[config.mk]
export PLATFORM = sky130hd
export DESIGN_NAME = crc32_selftest
export DESIGN_NICKNAME = d
export VERILOG_FILES = /design/src/rtl/crc32_pkg.sv /design/src/rtl/crc32_selftest_d8.sv /design/src/rtl/crc32_selftest.sv
export SDC_FILE = /design/constraint.sdc
export NUM_CORES = 1
export LEC_CHECK = 0
export CAP_MARGIN = 20
export CORE_MARGIN = 2
export CORE_UTILIZATION = 40
export CTS_CLUSTER_SIZE = 10
export DETAILED_ROUTE_END_ITERATION = 6
export GPL_TIMING_DRIVEN = 1
export HOLD_SLACK_MARGIN = 0.15
export MAX_ROUTING_LAYER = met4
export PLACE_DENSITY = 0.62
export SYNTH_ARGS = -nofsm -noshare
export SYNTH_HDL_FRONTEND = slang
export SYNTH_SLANG_ARGS = --single-unit
[constraint.sdc]
create_clock -name clk -period 4.46 [get_ports clk]
set_input_delay 0.669 -clock clk [delete_from_list [all_inputs] [get_ports clk]]
set_output_delay 0.669 -clock clk [all_outputs]
set_load 0.05 [all_outputs]
[src/rtl/crc32_pkg.sv]
// Shared constants, FSM state encoding and the byte-wide CRC-32 update
// (IEEE 802.3, reflected, LSB-first) used by the self-test block.
package crc32_pkg;

   localparam logic [31:0] CRC_POLY_R  = 32'hEDB88320;
   localparam logic [31:0] CRC_INIT    = 32'hFFFFFFFF;
   localparam logic [31:0] CRC_XOROUT  = 32'hFFFFFFFF;
   localparam logic [31:0] CRC_RESIDUE = 32'hDEBB20E3;

   typedef enum logic [2:0] {
      ST_IDLE   = 3'd0,
      ST_INIT   = 3'd1,
      ST_FEED1  = 3'd2,
      ST_FIN1   = 3'd3,
      ST_FEED2  = 3'd4,
      ST_CHECK2 = 3'd5,
      ST_DONE   = 3'd6
   } state_t;

   // One byte through the reflected CRC-32 register, data bit 0 first.
   function automatic logic [31:0] crc8_step(input logic [31:0] crc_in, input logic [7:0] data);
      logic [31:0] c;
      c = crc_in;
      for (int i = 0; i < 8; i++) begin
         c[0] = c[0] ^ data[i];
         if (c[0]) begin
            c = {1'b0, c[31:1]} ^ CRC_POLY_R;
         end else begin
            c = {1'b0, c[31:1]};
         end
      end
      return c;
   endfunction

endpackage

[src/rtl/crc32_selftest_d8.sv]
// Registered byte-wide CRC-32 engine: restart on init, absorb din when en.
module crc32_d8
   import crc32_pkg::*;
(
   input  logic        clk,
   input  logic        rst,
   input  logic        init,
   input  logic        en,
   input  logic [7:0]  din,
   output logic [31:0] crc_reg
);

   logic [31:0] crc_d;
   logic [31:0] crc_q;

   // Next CRC: restart takes priority over absorbing a byte, otherwise hold.
   always_comb begin
      crc_d = crc_q;
      if (init) begin
         crc_d = CRC_INIT;
      end else if (en) begin
         crc_d = crc8_step(crc_q, din);
      end else begin
         crc_d = crc_q;
      end
   end

   // CRC register with synchronous active-low reset.
   always_ff @(posedge clk) begin
      if (!rst) begin
         crc_q <= CRC_INIT;
      end else begin
         crc_q <= crc_d;
      end
   end

   assign crc_reg = crc_q;

endmodule

[src/rtl/crc32_selftest.sv]
// Self-checking CRC-32 block: feeds the stimulus ROM through the byte engine,
// reports the CRC, then re-feeds message+CRC and checks the residue.
// Outputs are registered from look-ahead on the next state so that each flag
// is visible during the state it belongs to.
module crc32_selftest
   import crc32_pkg::*;
#(
   parameter int   MSG_LEN      = 9,
   parameter int   GAP          = 0,
   parameter logic INJECT_FAULT = 1'b0
) (
   input  logic        clk,
   input  logic        rst,
   output logic        busy,
   output logic        crc_valid,
   output logic [31:0] crc_value,
   output logic        done,
   output logic        pass
);

   localparam logic [31:0] EXP_CRC = 32'hCBF43926;
   localparam logic [8:0]  LAST1   = 9'(MSG_LEN - 1);
   localparam logic [8:0]  LAST2   = 9'(MSG_LEN + 3);
   localparam logic [8:0]  MSG_END = 9'(MSG_LEN);
   localparam logic [3:0]  GAP_V   = 4'(GAP);

   state_t      state_q, state_d;
   logic [8:0]  byte_idx_q, byte_idx_d;
   logic [3:0]  gap_cnt_q, gap_cnt_d;
   logic        ok1_q, ok1_d;
   logic        busy_q, busy_d;
   logic        crc_valid_q, crc_valid_d;
   logic [31:0] crc_value_q, crc_value_d;
   logic        done_q, done_d;
   logic        pass_q, pass_d;

   logic        feeding_s, feed_en_s, slot_end_s, last_s, eng_init_s;
   logic [1:0]  crc_sel_s;
   logic [7:0]  din_s;
   logic [31:0] crc_reg_s, crc_next_s;

   // Stimulus ROM: ASCII "123456789", zero beyond.
   function automatic logic [7:0] rom_byte(input logic [8:0] idx);
      logic [7:0] b;
      case (idx)
         9'd0:    b = 8'h31;
         9'd1:    b = 8'h32;
         9'd2:    b = 8'h33;
         9'd3:    b = 8'h34;
         9'd4:    b = 8'h35;
         9'd5:    b = 8'h36;
         9'd6:    b = 8'h37;
         9'd7:    b = 8'h38;
         9'd8:    b = 8'h39;
         default: b = 8'h00;
      endcase
      return b;
   endfunction

   crc32_d8 u_eng (
      .clk     (clk),
      .rst     (rst),
      .init    (eng_init_s),
      .en      (feed_en_s),
      .din     (din_s),
      .crc_reg (crc_reg_s)
   );

   // Slot timing: a byte is fed when the gap counter is idle; the slot ends after its gap.
   always_comb begin
      feeding_s  = (state_q == ST_FEED1) || (state_q == ST_FEED2);
      feed_en_s  = feeding_s && (gap_cnt_q == 4'd0);
      slot_end_s = feeding_s && (((gap_cnt_q == 4'd0) && (GAP_V == 4'd0)) || (gap_cnt_q == 4'd1));
      eng_init_s = (state_q == ST_INIT) || (state_q == ST_FIN1);
      if (state_q == ST_FEED2) begin
         last_s = (byte_idx_q == LAST2);
      end else begin
         last_s = (byte_idx_q == LAST1);
      end
   end

   // Byte source (ROM, or the reported CRC LSB first in pass 2) and look-ahead CRC.
   always_comb begin
      din_s      = 8'h00;
      crc_next_s = crc_reg_s;
      crc_sel_s  = byte_idx_q[1:0] - MSG_END[1:0];
      if ((state_q == ST_FEED2) && (byte_idx_q >= MSG_END)) begin
         case (crc_sel_s)
            2'd0:    din_s = crc_value_q[7:0];
            2'd1:    din_s = crc_value_q[15:8];
            2'd2:    din_s = crc_value_q[23:16];
            2'd3:    din_s = crc_value_q[31:24];
            default: din_s = 8'h00;
         endcase
      end else if (byte_idx_q == 9'd0) begin
         din_s = rom_byte(byte_idx_q) ^ {7'd0, INJECT_FAULT};
      end else begin
         din_s = rom_byte(byte_idx_q);
      end
      if (feed_en_s) begin
         crc_next_s = crc8_step(crc_reg_s, din_s);
      end else begin
         crc_next_s = crc_reg_s;
      end
   end

   // Next-state logic.
   always_comb begin
      state_d = state_q;
      case (state_q)
         ST_IDLE:   state_d = ST_INIT;
         ST_INIT:   state_d = ST_FEED1;
         ST_FEED1: begin
            if (slot_end_s && last_s) state_d = ST_FIN1;
            else                      state_d = ST_FEED1;
         end
         ST_FIN1:   state_d = ST_FEED2;
         ST_FEED2: begin
            if (slot_end_s && last_s) state_d = ST_CHECK2;
            else                      state_d = ST_FEED2;
         end
         ST_CHECK2: state_d = ST_DONE;
         ST_DONE:   state_d = ST_DONE;
         default:   state_d = ST_IDLE;
      endcase
   end

   // Byte index and gap counter.
   always_comb begin
      byte_idx_d = byte_idx_q;
      gap_cnt_d  = gap_cnt_q;
      if (eng_init_s) begin
         byte_idx_d = 9'd0;
         gap_cnt_d  = 4'd0;
      end else if (feeding_s) begin
         if (gap_cnt_q == 4'd0) gap_cnt_d = GAP_V;
         else                   gap_cnt_d = gap_cnt_q - 4'd1;
         if (slot_end_s && !last_s) byte_idx_d = byte_idx_q + 9'd1;
         else                       byte_idx_d = byte_idx_q;
      end else begin
         byte_idx_d = byte_idx_q;
         gap_cnt_d  = gap_cnt_q;
      end
   end

   // Output look-ahead and compare results.
   always_comb begin
      case (state_d)
         ST_INIT, ST_FEED1, ST_FIN1, ST_FEED2, ST_CHECK2: busy_d = 1'b1;
         default:                                         busy_d = 1'b0;
      endcase
      crc_valid_d = (state_d == ST_FIN1);
      done_d      = (state_d == ST_DONE);
      if (state_d == ST_FIN1) crc_value_d = ~crc_next_s;
      else                    crc_value_d = crc_value_q;
      if (state_q == ST_FIN1) ok1_d = (crc_value_q == EXP_CRC);
      else                    ok1_d = ok1_q;
      if (state_q == ST_CHECK2) pass_d = ok1_q && (crc_reg_s == CRC_RESIDUE);
      else                      pass_d = pass_q;
   end

   // State register.
   always_ff @(posedge clk) begin
      if (!rst) state_q <= ST_IDLE;
      else      state_q <= state_d;
   end

   // Datapath and output registers; reset aborts any run in progress.
   always_ff @(posedge clk) begin
      if (!rst) begin
         byte_idx_q  <= 9'd0;
         gap_cnt_q   <= 4'd0;
         ok1_q       <= 1'b0;
         busy_q      <= 1'b0;
         crc_valid_q <= 1'b0;
         crc_value_q <= 32'd0;
         done_q      <= 1'b0;
         pass_q      <= 1'b0;
      end else begin
         byte_idx_q  <= byte_idx_d;
         gap_cnt_q   <= gap_cnt_d;
         ok1_q       <= ok1_d;
         busy_q      <= busy_d;
         crc_valid_q <= crc_valid_d;
         crc_value_q <= crc_value_d;
         done_q      <= done_d;
         pass_q      <= pass_d;
      end
   end

   assign busy      = busy_q;
   assign crc_valid = crc_valid_q;
   assign crc_value = crc_value_q;
   assign done      = done_q;
   assign pass      = pass_q;

endmodule

==> metrics, run 1 <==
Clock Skews roughly 6 ps; layout cells sized above 1 0.0953; CP startpoint kind flop; Critical Path, Cell by Cell nor3b_2, o311a_1, or2_0, a32oi_1, xnor2_2, xnor3_1, xnor2_1, mux2i_1, o21ai_1; CTS sink cnt 90; Post-CTS Setup Inserts 0; Final Cycle Share 0.891; worst skew pair latency around 350 ps; ant diodes 0; Post-Layout Cell Count 745; die area between 10,000 and 15,000 um^2; RSZ-0062 raised after global routing no; number of DRC markers in iteration 0 between 600 and 700; vias 4,213; H-tree levels 3; top fanout value on the critical path 10; largest net degree at the start of global routing 48; Register-to-Register Setup Slack about 480 ps; Yosys reg bits 90; vias in the first global route 3,871; fmax approximately 250 MHz; dpl cells 729; die height about 120 um; Total GRT Usage 0.232; slowest stage delay, CP ~540 ps; vias per cell 5.66; P_leak ~2.3 nW; core area about 12,000 um^2; hold_sp gap_cnt_q[3]$_SDFFE_PP0P_; design area 5840 um^2; critical path arrival between 4000 and 5000 ps; final net count ~580; Synth cell types 60; Reg clk slew, reported paths about 60 ps; Max transition margin 0.461; total gr overflow 0; total CTS buffers 9; Ports 38; number of buffers inserted by hold repair at cts 0; Post-Syn Area a little under 5000 um^2; placed inst area about 5500 um^2; run status complete, but fails checks; RD Place Congestion around 0.94; worst vdd ir between 0.0002 and 0.00025 V; pre-CTS WS between 500 and 600 ps; initial antenna violation count 0; Design Power roughly 3.6 mW; Mapped Nets 550; Tmin final between 3000 and 4000 ps; dominant synthesized flop cell dfxtp_1; Power Density about 620 nW/um^2; Root Buffer clkbuf_16; pin slew with the least headroom to its limit between 800 and 900 ps; kind of end point of the critical path flop; Reg2Reg Launch Point state_q[2]$_SDFF_PN0_; Area contributors post-synth dfxtp_1 36%, xnor2_1 6.4%, mux2i_1 5.4%; Starting Density 0.412; Area Growth Syn to Fin 17.6%; final hold vios 0; Worst Reg-to-Reg Cells 9; synthesized instance count ~540; slowest cell on the critical path xnor3_1; drt first pass iters 7; hold path cells 1; path category of the worst min-delay check flop to flop; final setup fails 0; top cell type by total area after synthesis dfxtp_1; Synth top area share 0.363; WS Path Type flop to flop; most common cell after layout, fill and taps aside dfxtp_1; post-CTS sizing 0; chip width around 120 um; Synth warnings 0; CP top delay family XOR/XNOR gates; first-pass GRT wire length ~22,000 um; Avg WL per Cell ~19 um; Mean Syn Cell Area 9.21 um^2; Final Max Tran Viols 0; CTS Buffer Depth 2; final design utilization 0.484; worst hold margin between 400 and 500 ps; CTS tree done; Total Negative Setup Slacks 0 ps; asr flop ratio synth 0; CP bufs+invs 0; sequential area share after synthesis 0.363; Total Wirelength around 14,000 um; most frequent cells in the layout 90 x dfxtp_1, 69 x nand2_1, 44 x nor2_1, 37 x clkdlybuf4s50_1, 36 x xnor2_1; failing checks DRC; # rows 40; DP Wirelength about 11,000 um; Worst Hold Endpoint gap_cnt_q[3]$_SDFFE_PP0P_; DRC violations left 42; post-route ant nets 0; IO Port Bufs 37; EDFF count, synth 0; final worst slack just under 500 ps; Crit path required time between 4000 and 5000 ps; reg2reg end crc_value[23]$_SDFFE_PN0P_; Max-Cap Viols 0
==> cell families (layout without fill, tap and decap cells) <==
logic type                 Yosys count  after routing  synth area share
AOI/OAI and AO/OA                   87             87             0.132
xor gates and xnor gates            77             77             0.180
DFF                                 90             90             0.363
buffers and inverters               42             80            0.0338
adders and majority gates            9              9            0.0227
muxes                               27             27            0.0544
and+or+nand+nor                    207            207             0.214
==> power by group <==
group,internal (mW),total (mW),switching (mW),leakage (nW)
Combinational,0.872,1.81,0.942,1.41
Sequential,0.914,1.07,0.152,0.730
Clock,0.410,0.744,0.333,0.138
Total,2.20,3.62,1.43,2.28
==> cell usage after synthesis (all sizes together), types with 4 or more instances <==
library cell	n
a222oi	8
nand4	8
nand3	15
a31oi	4
nand3b	6
and4	7
xor2	26
nor2b	9
clkbuf	26
dfxtp	90
and2	5
xnor3	12
nor2	44
inv	12
nor3b	10
xnor2	37
o211a	7
ha	9
nor4	4
o21ai	29
nor4b	4
a21oi	9
nor3	5
mux2i	27
a21boi	9
nand2	69
or2	9
==> how the worst max path moves through the flow <==
| stage | endpoint | startpoint | cells past startpoint |
|---|---|---|---|
| floorplan | crc_value[20]$_SDFFE_PN0P_ | byte_idx_q[1]$_SDFFE_PP0P_ | 12 |
| global placement | u_eng.crc_reg[7]$_SDFFE_PP1P_ | state_q[2]$_SDFF_PN0_ | 9 |
| detailed placement | crc_value[23]$_SDFFE_PN0P_ | state_q[2]$_SDFF_PN0_ | 9 |
| CTS | crc_value[23]$_SDFFE_PN0P_ | state_q[2]$_SDFF_PN0_ | 9 |
| global route | crc_value[20]$_SDFFE_PN0P_ | state_q[2]$_SDFF_PN0_ | 9 |
| finish | crc_value[23]$_SDFFE_PN0P_ | state_q[2]$_SDFF_PN0_ | 9 |
==> metal layers <==
layer / part of all wire / track usage
met2: 0.46 / 0.345
met5: 0 / -
met4: 0.023 / 0.0835
met3: 0.068 / 0.0408
met1: 0.45 / 0.316
==> cell type report <==
cell class | count | area (um^2)
Clock buffer | 11 | 253
Clock inverter | 5 | 37.5
Fill cell | 1145 | 6220
Inverter | 13 | 48.8
Multi-Input combinational cell | 407 | 3010
Sequential cell | 90 | 1800
Tap cell | 168 | 210
Timing Repair Buffer | 51 | 479
Note: power is estimated with default switching activity, not from simulation.
==> inputs of run 2 (changes only) <==
CORE_UTILIZATION = 49   (was 40)
MAX_ROUTING_LAYER = unset   (was met4)
PLACE_DENSITY = 0.73   (was 0.62)
==> metrics, run 2 (same netlist as run 1, synthesis figures left out) <==
Max-Cap Viols 0; final net count 581; Post-CTS Setup Inserts 0; kind of end point of the critical path flop; dpl cells between 600 and 700; most common cell after layout, fill and taps aside dfxtp_1; Ports 38; fmax 252 MHz; die area 11,000 um^2; vias in the first global route about 4,100; path category of the worst min-delay check flop to flop; top fanout value on the critical path 9; Total GRT Usage 0.260; layout cells sized above 1 0.0906; Avg WL per Cell between 15 and 20 um; die height 105 um; # rows 36; Clock Skews between 15 and 20 ps; post-CTS sizing 0; RSZ-0062 raised after global routing no; worst skew pair latency about 380 ps; first-pass GRT wire length around 22,000 um; number of buffers inserted by hold repair at cts 0; vias per cell roughly 5.9; vias ~4,200; CP top delay family compound AO/OA/AOI/OAI gates; Critical Path, Cell by Cell inv_1, ha_1, nor2b_1, o311a_1, or2_0, a221oi_4, xnor3_2, xnor3_1, mux2i_1, nand2_1, a21boi_1; Area Growth Syn to Fin 14.4%; drt first pass iters 7; total gr overflow 0; CTS Buffer Depth 2; Max transition margin 0.245; DP Wirelength between 10,000 and 15,000 um; final setup fails 0; P_leak 2.23 nW; IO Port Bufs 37; DRC violations left 1; final worst slack 486 ps; CTS tree done; Post-Layout Cell Count about 700; Power Density ~600 nW/um^2; H-tree levels 3; worst vdd ir between 0.0002 and 0.0003 V; pin slew with the least headroom to its limit between 1000 and 1500 ps; Tmin final slightly below 4000 ps; initial antenna violation count 0; Final Cycle Share 0.891; post-route ant nets 0; Starting Density 0.506; Total Negative Setup Slacks 0 ps; CP startpoint kind flop; critical path arrival between 4000 and 5000 ps; final design utilization 0.578; core area between 9000 and 10,000 um^2; slowest cell on the critical path a221oi_4; Crit. path cell count 11; Worst Reg-to-Reg Cells 11; Total Wirelength 13,700 um; WS Path Type flop to flop; RD Place Congestion about 0.93; Final Max Tran Viols 0; Crit path required time 4770 ps; number of DRC markers in iteration 0 between 500 and 600; chip width about 100 um; run status complete, but fails checks; CP bufs+invs 1; CTS sink cnt 90; most frequent cells in the layout 90 x dfxtp_1, 69 x nand2_1, 44 x nor2_1, 37 x clkdlybuf4s50_1, 36 x xnor2_1; hold path cells 1; failing checks DRC; pre-CTS WS 576 ps; slowest stage delay, CP 620 ps; ant diodes 0; Root Buffer clkbuf_8; Reg clk slew, reported paths ~90 ps; final hold vios 0; largest net degree at the start of global routing 47; total CTS buffers 9
==> run 2: changes by cell type in the layout (fill, tap and decap cells not counted), sizes merged <==
cell      delta
buf          -2
clkbuf       -2
clkinv       +2
bufinv       +1
clkinvlp     -1
inv          -1
==> run 2: worst paths after layout <==
| path | slack, ps | endpoint | startpoint |
|---|---|---|---|
| worst max-delay path | 490 | crc_value[15]$_SDFFE_PN0P_ | byte_idx_q[1]$_SDFFE_PP0P_ |
| worst min register to register | 490 | gap_cnt_q[3]$_SDFFE_PP0P_ | gap_cnt_q[3]$_SDFFE_PP0P_ |
| worst max register to register | 490 | crc_value[15]$_SDFFE_PN0P_ | byte_idx_q[1]$_SDFFE_PP0P_ |
| worst min-delay path | 490 | gap_cnt_q[3]$_SDFFE_PP0P_ | gap_cnt_q[3]$_SDFFE_PP0P_ |
==> run 2: cell type report <==
type,instances,area [um^2]
Timing Repair Buffer,49,460
Sequential cell,90,1800
Tap cell,133,166
Clock buffer,9,124
Fill cell,883,4140
Clock inverter,6,68.8
Inverter,13,48.8
Multi-Input combinational cell,407,3010
==> run 2: power breakdown <==
part | switching, mW | internal, mW
Sequential | 0.149 | 0.913
Combinational | 0.917 | 0.862
Clock | 0.297 | 0.257
==> run 2: metrics by stage <==
stage	hold WS [ps]	instance area, um^2	total power, mW
after floorplan	456	4960	2.43
after global placement	472	5490	2.80
after detailed placement	481	5490	2.81
after CTS	494	5680	3.37
after global routing	503	5680	3.58
final	490	5680	3.39
==> run 2: metal layers <==
layer	global-route usage	share of wire	routed length [um]	vias up
li1	-	-	-	1936
met1	0.342	0.42	5790	1990
met2	0.412	0.46	6370	201
met3	0.0518	0.084	1150	37
met4	0.121	0.032	433	0
met5	0	0	0	-
